<file path="src/rtl/bitstream_detect_ctrl.sv">
// Session controller for the serial pattern detector.
// Latches pattern/window/target on an accepted start, clears and arms the
// detector, counts qualified bits and matches, and ends the session on
// target, window expiry or abort.
//
//   state  | meaning
//   -------+-----------------------------------------------------------
//   IDLE   | post-reset, no session has run yet
//   ARM    | one cycle: detector history cleared, shifting held off
//   RUN    | detector enabled, valid bits and matches being counted
//   DONE   | session ended, counters and status frozen until restart
module bitstream_detect_ctrl #(
   parameter int PW = 5,
   parameter int CW = 16,
   parameter int MW = 8
) (
   input  logic          clk,
   input  logic          rst,
   input  logic          start,
   input  logic          abort,
   input  logic [PW-1:0] cfg_pattern,
   input  logic [CW-1:0] cfg_win,
   input  logic [MW-1:0] cfg_target,
   input  logic          din_valid,
   input  logic          det_flag,
   output logic          det_clr,
   output logic          det_en,
   output logic [PW-1:0] det_pattern,
   output logic          busy,
   output logic          done,
   output logic [1:0]    status,
   output logic [MW-1:0] match_cnt,
   output logic [CW-1:0] bit_cnt
);

   typedef enum logic [1:0] {
      S_IDLE = 2'd0,
      S_ARM  = 2'd1,
      S_RUN  = 2'd2,
      S_DONE = 2'd3
   } state_t;

   localparam logic [1:0] ST_NONE   = 2'b00;
   localparam logic [1:0] ST_TARGET = 2'b01;
   localparam logic [1:0] ST_WINDOW = 2'b10;
   localparam logic [1:0] ST_ABORT  = 2'b11;

   localparam logic [CW-1:0] BIT_ONE   = {{(CW-1){1'b0}}, 1'b1};
   localparam logic [MW-1:0] MATCH_ONE = {{(MW-1){1'b0}}, 1'b1};

   state_t          state_q, state_d;
   logic [PW-1:0]   pattern_q, pattern_d;
   logic [CW-1:0]   win_q, win_d;
   logic [MW-1:0]   target_q, target_d;
   logic [MW-1:0]   match_cnt_q, match_cnt_d;
   logic [CW-1:0]   bit_cnt_q, bit_cnt_d;
   logic [1:0]      status_q, status_d;
   logic            done_q, done_d;

   // Next-state, config latch, counters and exit priority
   always_comb begin
      state_d     = state_q;
      pattern_d   = pattern_q;
      win_d       = win_q;
      target_d    = target_q;
      match_cnt_d = match_cnt_q;
      bit_cnt_d   = bit_cnt_q;
      status_d    = status_q;
      done_d      = 1'b0;

      case (state_q)
         S_IDLE, S_DONE: begin
            // start coinciding with abort is dropped so a stuck abort
            // cannot launch a session that immediately dies
            if (start && !abort) begin
               pattern_d   = cfg_pattern;
               win_d       = cfg_win;
               target_d    = cfg_target;
               match_cnt_d = '0;
               bit_cnt_d   = '0;
               status_d    = ST_NONE;
               state_d     = S_ARM;
            end
         end
         S_ARM: begin
            if (abort) begin
               state_d  = S_DONE;
               status_d = ST_ABORT;
               done_d   = 1'b1;
            end else begin
               state_d = S_RUN;
            end
         end
         S_RUN: begin
            if (din_valid) begin
               if (bit_cnt_q != '1) begin
                  bit_cnt_d = bit_cnt_q + BIT_ONE;
               end
               if (det_flag && (match_cnt_q != '1)) begin
                  match_cnt_d = match_cnt_q + MATCH_ONE;
               end
            end
            // exit decisions look at the post-increment counts so the
            // final qualifying bit ends the session on this same edge
            if (abort) begin
               state_d  = S_DONE;
               status_d = ST_ABORT;
               done_d   = 1'b1;
            end else if ((target_q != '0) && (match_cnt_d == target_q)) begin
               state_d  = S_DONE;
               status_d = ST_TARGET;
               done_d   = 1'b1;
            end else if ((win_q != '0) && (bit_cnt_d == win_q)) begin
               state_d  = S_DONE;
               status_d = ST_WINDOW;
               done_d   = 1'b1;
            end
         end
         default: begin
            state_d = S_IDLE;
         end
      endcase
   end

   // State and session registers with synchronous reset
   always_ff @(posedge clk) begin
      if (rst) begin
         state_q     <= S_IDLE;
         pattern_q   <= '0;
         win_q       <= '0;
         target_q    <= '0;
         match_cnt_q <= '0;
         bit_cnt_q   <= '0;
         status_q    <= ST_NONE;
         done_q      <= 1'b0;
      end else begin
         state_q     <= state_d;
         pattern_q   <= pattern_d;
         win_q       <= win_d;
         target_q    <= target_d;
         match_cnt_q <= match_cnt_d;
         bit_cnt_q   <= bit_cnt_d;
         status_q    <= status_d;
         done_q      <= done_d;
      end
   end

   assign det_clr     = (state_q == S_ARM);
   assign det_en      = (state_q == S_RUN);
   assign busy        = (state_q == S_ARM) || (state_q == S_RUN);
   assign done        = done_q;
   assign det_pattern = pattern_q;
   assign status      = status_q;
   assign match_cnt   = match_cnt_q;
   assign bit_cnt     = bit_cnt_q;

endmodule

</file>
<file path="config.mk">
export PLATFORM = sky130hd
export DESIGN_NAME = bitstream_detect_ctrl
export DESIGN_NICKNAME = d
export VERILOG_FILES = /design/src/rtl/bitstream_detect_ctrl.sv
export SDC_FILE = /design/constraint.sdc
export NUM_CORES = 1
export LEC_CHECK = 0
export CORE_MARGIN = 1.5
export CORE_UTILIZATION = 54
export CTS_BUF_LIST = sky130_fd_sc_hd__clkbuf_8
export DETAILED_ROUTE_END_ITERATION = 6
export PLACE_DENSITY = 0.78
export RECOVER_POWER = 50
export SKIP_LAST_GASP = 1
export SLEW_MARGIN = 20
export SYNTH_ARGS = -nofsm -noshare
export SYNTH_HDL_FRONTEND = slang
export SYNTH_SLANG_ARGS = --single-unit
</file>
<file path="constraint.sdc">
create_clock -name clk -period 2.95 [get_ports clk]
set_input_delay 0.59 -clock clk [delete_from_list [all_inputs] [get_ports clk]]
set_output_delay 0.59 -clock clk [all_outputs]
set_load 0.005 [all_outputs]
</file>
---- Word level (Yosys, flattened, before mapping) ----
Index checks and enable logic that the tools add are counted.
word-level totals
  bits in registers ....................... 58
  latch bits .............................. 0
  bits in writable memories ............... 0
  ROM bits ................................ 0
  input port bits ......................... 35
  output and inout bits ................... 35
  logic and storage cells ................. 62
  memories ................................ 0
operators by class
  add/sub/neg operators ................... 2
  multipliers ............................. 0
  div/mod/pow operators ................... 0
  order comparisons ....................... 0
  eq/ne operators ......................... 10
  shift-type cells ........................ 0
  muxes and demuxes ....................... 27
  bitwise gates (word level) .............. 0
  reductions and logical operators ........ 15
operators with widths
  kind                                           number
  2-to-1 mux 16 bit                              4
  2-to-1 mux 8 bit                               4
  one-hot mux 16 bit (2 select lines)            1
  2-to-1 mux 2 bit                               9
  adder 16 x 1 -> 16 bit, second input constant  1
  == test 16 bit                                 1
  != test 16 bit, second input constant          1
  one-hot mux 8 bit (2 select lines)             1
  nonzero test 16 bit                            1
  one-hot mux 2 bit (3 select lines)             2
  adder 8 x 1 -> 8 bit, second input constant    1
  == test 8 bit                                  1
  != test 8 bit, second input constant           1
  nonzero test 8 bit                             1
  AND reduction 2 bit                            3
  2-to-1 mux 1 bit                               5
  == test 2 bit, second input constant           2
  logical AND 1 bit                              4
  != test 2 bit, second input constant           2
  != test 4 x 2 -> 1 bit, second input constant  1
  AND reduction 3 bit                            1
  == test 2 x 1 -> 1 bit, second input constant  1
  zero test 2 bit                                1
  one-hot mux 1 bit (2 select lines)             1
  4 further kinds                                4

---- Longest topological paths before layout ----
Gate-level depths: netlist of the first run.
  depth in word-level cells ............... 10
  gate-level depth with buffers ........... 10
  gate-level depth less buffers ........... 9

---- Least setup slack after synthesis of the first run ----
OpenSTA, ideal clock, no wires.
  kind .................................... input -> register
  from .................................... in din_valid
  to ...................................... reg status_q[0] (netlist: status[0])
  library setup time ...................... 0.129 ns
  arrival ................................. 2.452 ns
  data required time ...................... 2.821 ns
  path slack .............................. 0.369 ns
  stages on the path ...................... 9
  path buffers ............................ 1
  path through ............................ buf_2 -> nand4_2 -> nor2_1 -> nand4_2 -> xnor2_1 -> a2111oi_4 -> nand4_2 -> a31oi_1 -> o32ai_1
on the way
  longest elaborated chain between the ends .. 7
  elaborated cells on any way between the ends .. 13
RTL lines
  what                                RTL line  RTL
  start: declaration                  24        input logic din_valid,
  2-to-1 mux 8 bit                    95        if (din_valid) begin
  2-to-1 mux 8 bit                    71        case (state_q)
  == test 8 bit                       109       end else if ((target_q != '0) && (match_cnt_d == target_q)) begin
  logical AND 1 bit                   109
  2-to-1 mux 2 bit                    109
  2-to-1 mux 2 bit                    105       if (abort) begin
  one-hot mux 2 bit (3 select lines)  71
  end signal: assignment              143       status_q <= status_d;
  end: declaration                    57        logic [1:0] status_q, status_d;
Parallel ways exist; a longest one is shown, timed or not. The select of a mux whose other input is x is not followed.
A chain may end at the register's enable or synchronous reset.

---- Worst setup path in the final report of the first run ----
  from .................................... in din_valid
  to ...................................... reg status_q[1] (netlist: status[1])
Same word-level chain as after synthesis.

==> results of run 1 <==
[sequential cells by signal, indices dropped and copies added, names as in the netlist]
| signal | flops |
|---|---|
| bit_cnt | 16 |
| det_pattern | 5 |
| done | 1 |
| match_cnt | 8 |
| state_q | 2 |
| status | 2 |
| target_q | 8 |
| win_q | 16 |
[how the worst min path moves through the flow]
| stage | depth (start not counted) | from | end | slack (ns) |
|---|---|---|---|---|
| 3_5_place_dp | 2 | det_pattern[2] | det_pattern[2] | 0.45 |
| 3_3_place_gp | 2 | det_pattern[2] | det_pattern[2] | 0.44 |
| 2_1_floorplan | 2 | target_q[2] | target_q[2] | 0.45 |
| 4_1_cts | 2 | det_pattern[2] | det_pattern[2] | 0.46 |
| 5_1_grt | 2 | det_pattern[2] | det_pattern[2] | 0.48 |
| 6_report | 2 | det_pattern[2] | det_pattern[2] | 0.46 |
[layer usage]
| layer | routed length (um) | part of all wire [%] |
|---|---|---|
| met1 | 5160 | 46 |
| met2 | 4930 | 44 |
| met3 | 995 | 8.8 |
| met4 | 179 | 1.6 |
| met5 | 0 | 0 |
[cell usage in the layout, fill, tap and decap left out, types with 3 or more instances in the layout]
cell type / instances
nand2_1: 92
a21oi_1: 58
dfxtp_1: 58
clkdlybuf4s50_1: 51
buf_4: 46
nor2_1: 32
o21ai_0: 20
xnor2_1: 17
dlygate4sd3_1: 17
inv_1: 16
nor3_1: 15
nand3_1: 14
nand4_1: 12
nor4_1: 11
clkbuf_8: 10
mux2i_1: 8
xor2_1: 8
a311oi_1: 7
and4_1: 5
a22oi_1: 5
a31oi_1: 4
a211oi_1: 4
and3_1: 4
ha_1: 4
a41oi_1: 3
nand4_2: 3
o21ai_1: 3
[Yosys cell counts (6+ instances only)]
master    number
a21oi_1       59
clkbuf_1      20
and4_1         6
a31oi_1        6
buf_2         12
inv_1         15
xnor2_1       17
o21ai_0       20
nor3_1        15
nand3_1       14
mux2i_1        8
xor2_1         8
dfxtp_1       58
nor4_1        12
nand4_1       12
nand2_1       92
nor2_1        33
a311oi_1       7
[logic make-up after synthesis]
| group | Yosys count | synth area share [%] |
|---|---|---|
| simple gates | 210 | 29.8 |
| compound gates | 135 | 23.7 |
| flops | 58 | 31.4 |
| buf+inv | 49 | 5.41 |
| xor+xnor | 25 | 5.91 |
| mux | 9 | 2.47 |
| fa+ha+maj | 4 | 1.35 |
[metrics by stage]
stage | utilization [%] | cells | TNS, ns | setup WS [ns] | power [mW]
global route | 76.2 | 667 | -0.116 | -0.0610 | 2.92
global placement | 72.6 | 651 | -0.619 | -0.172 | 1.91
finish | 76.2 | 667 | 0 | 0.0502 | 2.77
CTS | 76.0 | 667 | 0 | 0.0848 | 2.77
floorplan | - | 490 | 0 | 0.369 | 1.56
detailed placement | 72.6 | 651 | -1.13 | -0.273 | 1.94
[report_power, final]
group          switching, mW  total [mW]  leakage [nW]  internal (mW)
logic                  0.591        1.02          1.25          0.426
clock network          0.335       0.827         0.113          0.492
registers             0.0708       0.928         0.470          0.857
total                  0.997        2.77          1.83           1.78
[worst max-delay path, delay by kind of cell]
family | cells | cell delay (ns)
buffers and inverters | 2 | 0.75
AND/OR/NAND/NOR | 3 | 0.70
AO/OA/AOI/OAI | 5 | 1.07
[layout make-up]
class | count | share of cell area (%)
clock buffers | 10 | 2.78
clock inverters | 6 | 1.64
inverters | 15 | 1.14
multi-input cells | 383 | 48.0
flip-flops and latches | 58 | 23.5
well taps | 77 | 1.95
repair buffers | 118 | 21.1
[what timing repair did]
action / CTS / global route
endpoints found under the setup margin: 0 / 5
resized for setup: 0 / 5
hold buffers: 0 / 0
==> metrics.yaml, run 1 <==
timing:
  slew_headroom_pct: 43.3
  rsz0062_at_grt: "yes"
  fmax_mhz: 345
  final_min_period_over_clock_period_pct: 98.3
  skew_ns: 0.0102
  slew_violations: 0
  setup_viol: 0
  finalCriticalPeriod_ns: 2.90
  hold_viol_final: 0
  timing.hold.ws_ns: 0.460
  worst_pin_slew_ns: 0.850
drt:
  dr.pass1.iters: 5
  viasPerCell: 6.16
  drtAntennaViolNets: 0
  post-route-drc-count: 0
  drtIter0Drc: 298
  vias: 4112
  routed_wl_um: 11300
  wl_per_cell_um: 16.9
final_layout:
  diodes: 0
  regArea_mm2: 0.00116
  multiInputGateArea_mm2: 0.00237
  nFillCells: 518
  layout-drive-gt1-share_pct: 15.3
  syn2layout_area_growth_pct: 33.7
  fin_area_mm2: 0.00495
  layout.nets: 624
placed_design:
  portBuffers: 69
  gp_congestion: 0.989
  dpl.hpwl_um: 8490
  placed_area_mm2: 0.00471
worst_setup_path:
  slowest_delay_ns: 0.55
  crit_required_ns: 3.16
  critical_path.cell_chain: "clkdlybuf4s50_1 -> nand4_2 -> buf_4 -> o41ai_1 -> o211a_1 -> o211ai_1 -> nor4_4 -> nand4_2 -> a31oi_2 -> o32ai_1"
  cpMostUsedCell: "nand4_2"
  r2r_setup_slack_ns: 0.23
  arrival_ns: 3.11
  r2r_start: "bit_cnt[12]"
  crit_start: "din_valid"
  path_max_fanout: 6
  crit_type: "in2reg"
  crit_path_end: "status[1]"
  cpMaxStageDelayCell: "clkdlybuf4s50_1"
  regToRegEndpoint: "status[1]"
  endpoint_kind: "flip-flop"
  reg2regPathDepth: 8
  cp-start-kind: "input port"
global_route:
  grt_pass1_wl_um: 18400
  grt_util_met3_pct: 6.64
  grtUsageMet2_pct: 47.8
  grt_use_met1_pct: 45.0
  grt_max_degree: 42
  grt_pass1_vias: 3803
  track_usage_pct: 31.8
  grt_overflow_total: 0
  antenna_found_initial: 0
  grt_most_used_layer: "met2"
power:
  vdd_drop_max_v: 0.000307
  p_leak_nw: 1.83
  power_density_mw_per_mm2: 560
synth:
  synth_nets: 529
  yosys-top-cells-area: "dfxtp_1 (31%), nand2_1 (9.3%), a21oi_1 (8.0%), xnor2_1 (4.0%), nor2_1 (3.3%)"
  yosys.area.top_type: "dfxtp_1"
  syn_inst: 490
  yosysWarnings: 0
  ys_types: 63
  syn-cell-area_mm2: 0.00370
  synth_ff_type: "dfxtp_1"
  ys_ff_latch: 58
  postSynth.asyncResetShare_pct: 0
  seq_area_frac_synth_pct: 31.4
  synth_enable_flop_cells: 0
  synth_top_cell_area_share_pct: 31.4
  postSynthAreaPerCell_um2: 7.56
floorplanning:
  die_w_um: 85.8
  row_count: 29
  dieArea_mm2: 0.00736
  io_pins: 70
  die_h_um: 85.8
  start_util_pct: 57.0
  core_area_mm2: 0.00649
clock_tree:
  postCtsSetupRepairBufs: 0
  htreeDepth: 3
  clock_sinks: 58
  clk_pin_slew_ns: 0.07
  cts_buffer_depth: 2
  cts_tree: "done"
  insertion_delay_ns: 0.34
  cts_root_buffer: "clkbuf_8"
  numCtsBuffers: 9
worst_hold_path:
  holdCritPathClass: "reg2reg"
outcome:
  status: "complete, no violations"
flow_run:
  maxCapViolCount: 0
No activity file was read; power rests on OpenSTA's default activity.
==> run 2: changes to the inputs <==
--- a/config.mk
+++ b/config.mk
@@ -6,12 +6,11 @@
 export NUM_CORES = 1
 export LEC_CHECK = 0
 export CORE_MARGIN = 1.5
-export CORE_UTILIZATION = 54
+export CORE_UTILIZATION = 30
 export CTS_BUF_LIST = sky130_fd_sc_hd__clkbuf_8
 export DETAILED_ROUTE_END_ITERATION = 6
-export PLACE_DENSITY = 0.78
+export PLACE_DENSITY = 0.47
 export RECOVER_POWER = 50
-export SKIP_LAST_GASP = 1
 export SLEW_MARGIN = 20
 export SYNTH_ARGS = -nofsm -noshare
 export SYNTH_HDL_FRONTEND = slang
==> metrics.yaml, run 2 (synthesis gave the netlist of run 1 again) <==
power:
  power_density_mw_per_mm2: 554  # was 560 mW/mm^2
  p_leak_nw: 1.88  # was 1.83 nW
  pwr-share-comb_pct: 36.4  # was 36.7%
  swShare_pct: 34.8  # was 35.9%
  power_mw: 2.85  # was 2.77 mW
  p_int_mw: 1.86  # was 1.78 mW
  switchingPower_mw: 0.991  # was 0.997 mW
  power_frac_clock_pct: 31.0  # was 29.8%
  vdd_drop_max_v: 0.000271  # was 0.000307 V
  seq_power_share_pct: 32.6  # was 33.5%
global_route:
  grt_pass1_vias: 3758  # was 3803
  antenna_found_initial: 0  # unchanged
  track_usage_pct: 19.6  # was 31.8%
  grt_overflow_total: 0  # unchanged
  grt_max_degree: 38  # was 42
  grt_pass1_wl_um: 19800  # was 18400 um
flow_run:
  maxCapViolCount: 0  # unchanged
placed_design:
  gp_congestion: 0.891  # was 0.989
  dpl.hpwl_um: 9510  # was 8490 um
  placed_area_mm2: 0.00488  # was 0.00471 mm^2
  portBuffers: 69  # unchanged
  pre_cts_slack_ns: -0.319  # was -0.273 ns
worst_setup_path:
  path_max_fanout: 5  # was 6
  r2r_start: "bit_cnt[1]"  # was bit_cnt[12]
  endpoint_kind: "flip-flop"  # unchanged
  crit_start: "din_valid"  # unchanged
  crit_type: "in2reg"  # unchanged
  cp-start-kind: "input port"  # unchanged
  crit_required_ns: 3.18  # was 3.16 ns
  arrival_ns: 3.08  # was 3.11 ns
final_layout:
  mostFrequentLayoutCells: "nand2_1 (92), a21oi_1 (58), dfxtp_1 (58), buf_4 (57), clkdlybuf4s50_1 (53)"  # was nand2_1 (92), a21oi_1 (58), dfxtp_1 (58), clkdlybuf4s50_1 (51), buf_4 (46)
  syn2layout_area_growth_pct: 38.9  # was 33.7%
  layout.nets: 634  # was 624
  layout-drive-gt1-share_pct: 16.5  # was 15.3%
  layout_commonest_cell: "nand2_1"  # unchanged
  diodes: 0  # unchanged
  fin_area_mm2: 0.00514  # was 0.00495 mm^2
  nFillCells: 1249  # was 518
  regArea_mm2: 0.00116  # unchanged
  multiInputGateArea_mm2: 0.00239  # was 0.00237 mm^2
timing:
  fmax_mhz: 350  # was 345 MHz
  timing.hold.ws_ns: 0.453  # was 0.460 ns
  finalCriticalPeriod_ns: 2.85  # was 2.90 ns
  slew_violations: 0  # unchanged
  setup_slack_ns: 0.0964  # was 0.0502 ns
  slew_headroom_pct: 59.2  # was 43.3%
  hold_viol_final: 0  # unchanged
  worst_pin_slew_ns: 0.612  # was 0.850 ns
  finalSetupTns_ns: 0  # unchanged
  setup_viol: 0  # unchanged
  final_min_period_over_clock_period_pct: 96.7  # was 98.3%
  skew_ns: 0.0135  # was 0.0102 ns
drt:
  wl_per_cell_um: 16.5  # was 16.9 um
  viasPerCell: 5.34  # was 6.16
  post-route-drc-count: 0  # unchanged
  drtIter0Drc: 232  # was 298
  routed_wl_um: 12300  # was 11300 um
  dr.pass1.iters: 4  # was 5
  vias: 3985  # was 4112
  drtAntennaViolNets: 0  # unchanged
clock_tree:
  cts_root_buffer: "clkbuf_8"  # unchanged
  clock_sinks: 58  # unchanged
  htreeDepth: 3  # unchanged
  cts_buffer_depth: 2  # unchanged
  numCtsBuffers: 9  # unchanged
  clk_pin_slew_ns: 0.07  # about the same
  cts_hold_buf: 0  # unchanged
  insertion_delay_ns: 0.36  # was 0.34 ns
  cts_tree: "done"  # unchanged
floorplanning:
  dieArea_mm2: 0.0130  # was 0.00736 mm^2
  row_count: 40  # was 29
  start_util_pct: 30.8  # was 57.0%
  die_w_um: 114  # was 85.8 um
  die_h_um: 114  # was 85.8 um
  core_area_mm2: 0.0120  # was 0.00649 mm^2
  io_pins: 70  # unchanged
outcome:
  status: "complete, no violations"  # unchanged
worst_hold_path:
  worstHoldStart: "det_pattern[1]"  # was det_pattern[2]
  holdCritPathClass: "reg2reg"  # unchanged
-- run 2: worst max-delay path, stage by stage --
cell             delay, ns
clkdlybuf4s50_1       0.55
nand4_2               0.19
buf_4                 0.21
nor3_1                0.26
mux2i_1               0.27
xnor2_1               0.14
nor4_4                0.36
nand4_4               0.17
a31oi_2               0.24
o32ai_1               0.09
-- run 2: power by group through the flow --
stage / logic, mW / registers (mW) / clock network (mW)
2_1_floorplan: 0.636 / 0.927 / 0
3_3_place_gp: 1.03 / 0.946 / 0
3_5_place_dp: 1.03 / 0.948 / 0
4_1_cts: 1.03 / 0.931 / 0.911
5_1_grt: 1.16 / 0.941 / 0.946
6_report: 1.04 / 0.929 / 0.882
-- run 2: metrics by stage --
| step | utilization (%) | instances |
|---|---|---|
| after floorplan | - | 490 |
| after global placement | 40.6 | 731 |
| after detailed placement | 40.6 | 731 |
| after CTS | 42.5 | 746 |
| after global routing | 42.8 | 746 |
| final | 42.8 | 746 |
-- run 2: repair_timing --
action / CTS / global route
setup buffers: 0 / 0
gates resized for setup: 0 / 7
endpoints found under the setup margin: 0 / 5
-- run 2: area by class of cell --
class	instances	area share, %
Inverter	15	1.09
Timing Repair Buffer	128	21.8
Clock buffer	9	2.41
Multi-Input combinational cell	383	46.4
Tap cell	147	3.58
Clock inverter	6	2.09
Sequential cell	58	22.6
-- run 2: worst paths after layout --
kind | endpoint | depth (start not counted) | slack (ns)
min reg2reg | det_pattern[1] | 2 | 0.45
min | det_pattern[1] | 2 | 0.45
max reg2reg | status[1] | 9 | 0.31
max | status[1] | 10 | 0.1
-- run 2: routing by layer --
metal	global-route usage (%)	part of all wire, %	up-vias
met5	0	0	-
met2	27.8	43	107
li1	-	-	1986
met3	3.97	4.8	19
met1	28.6	51	1873
met4	8.67	2.1	0
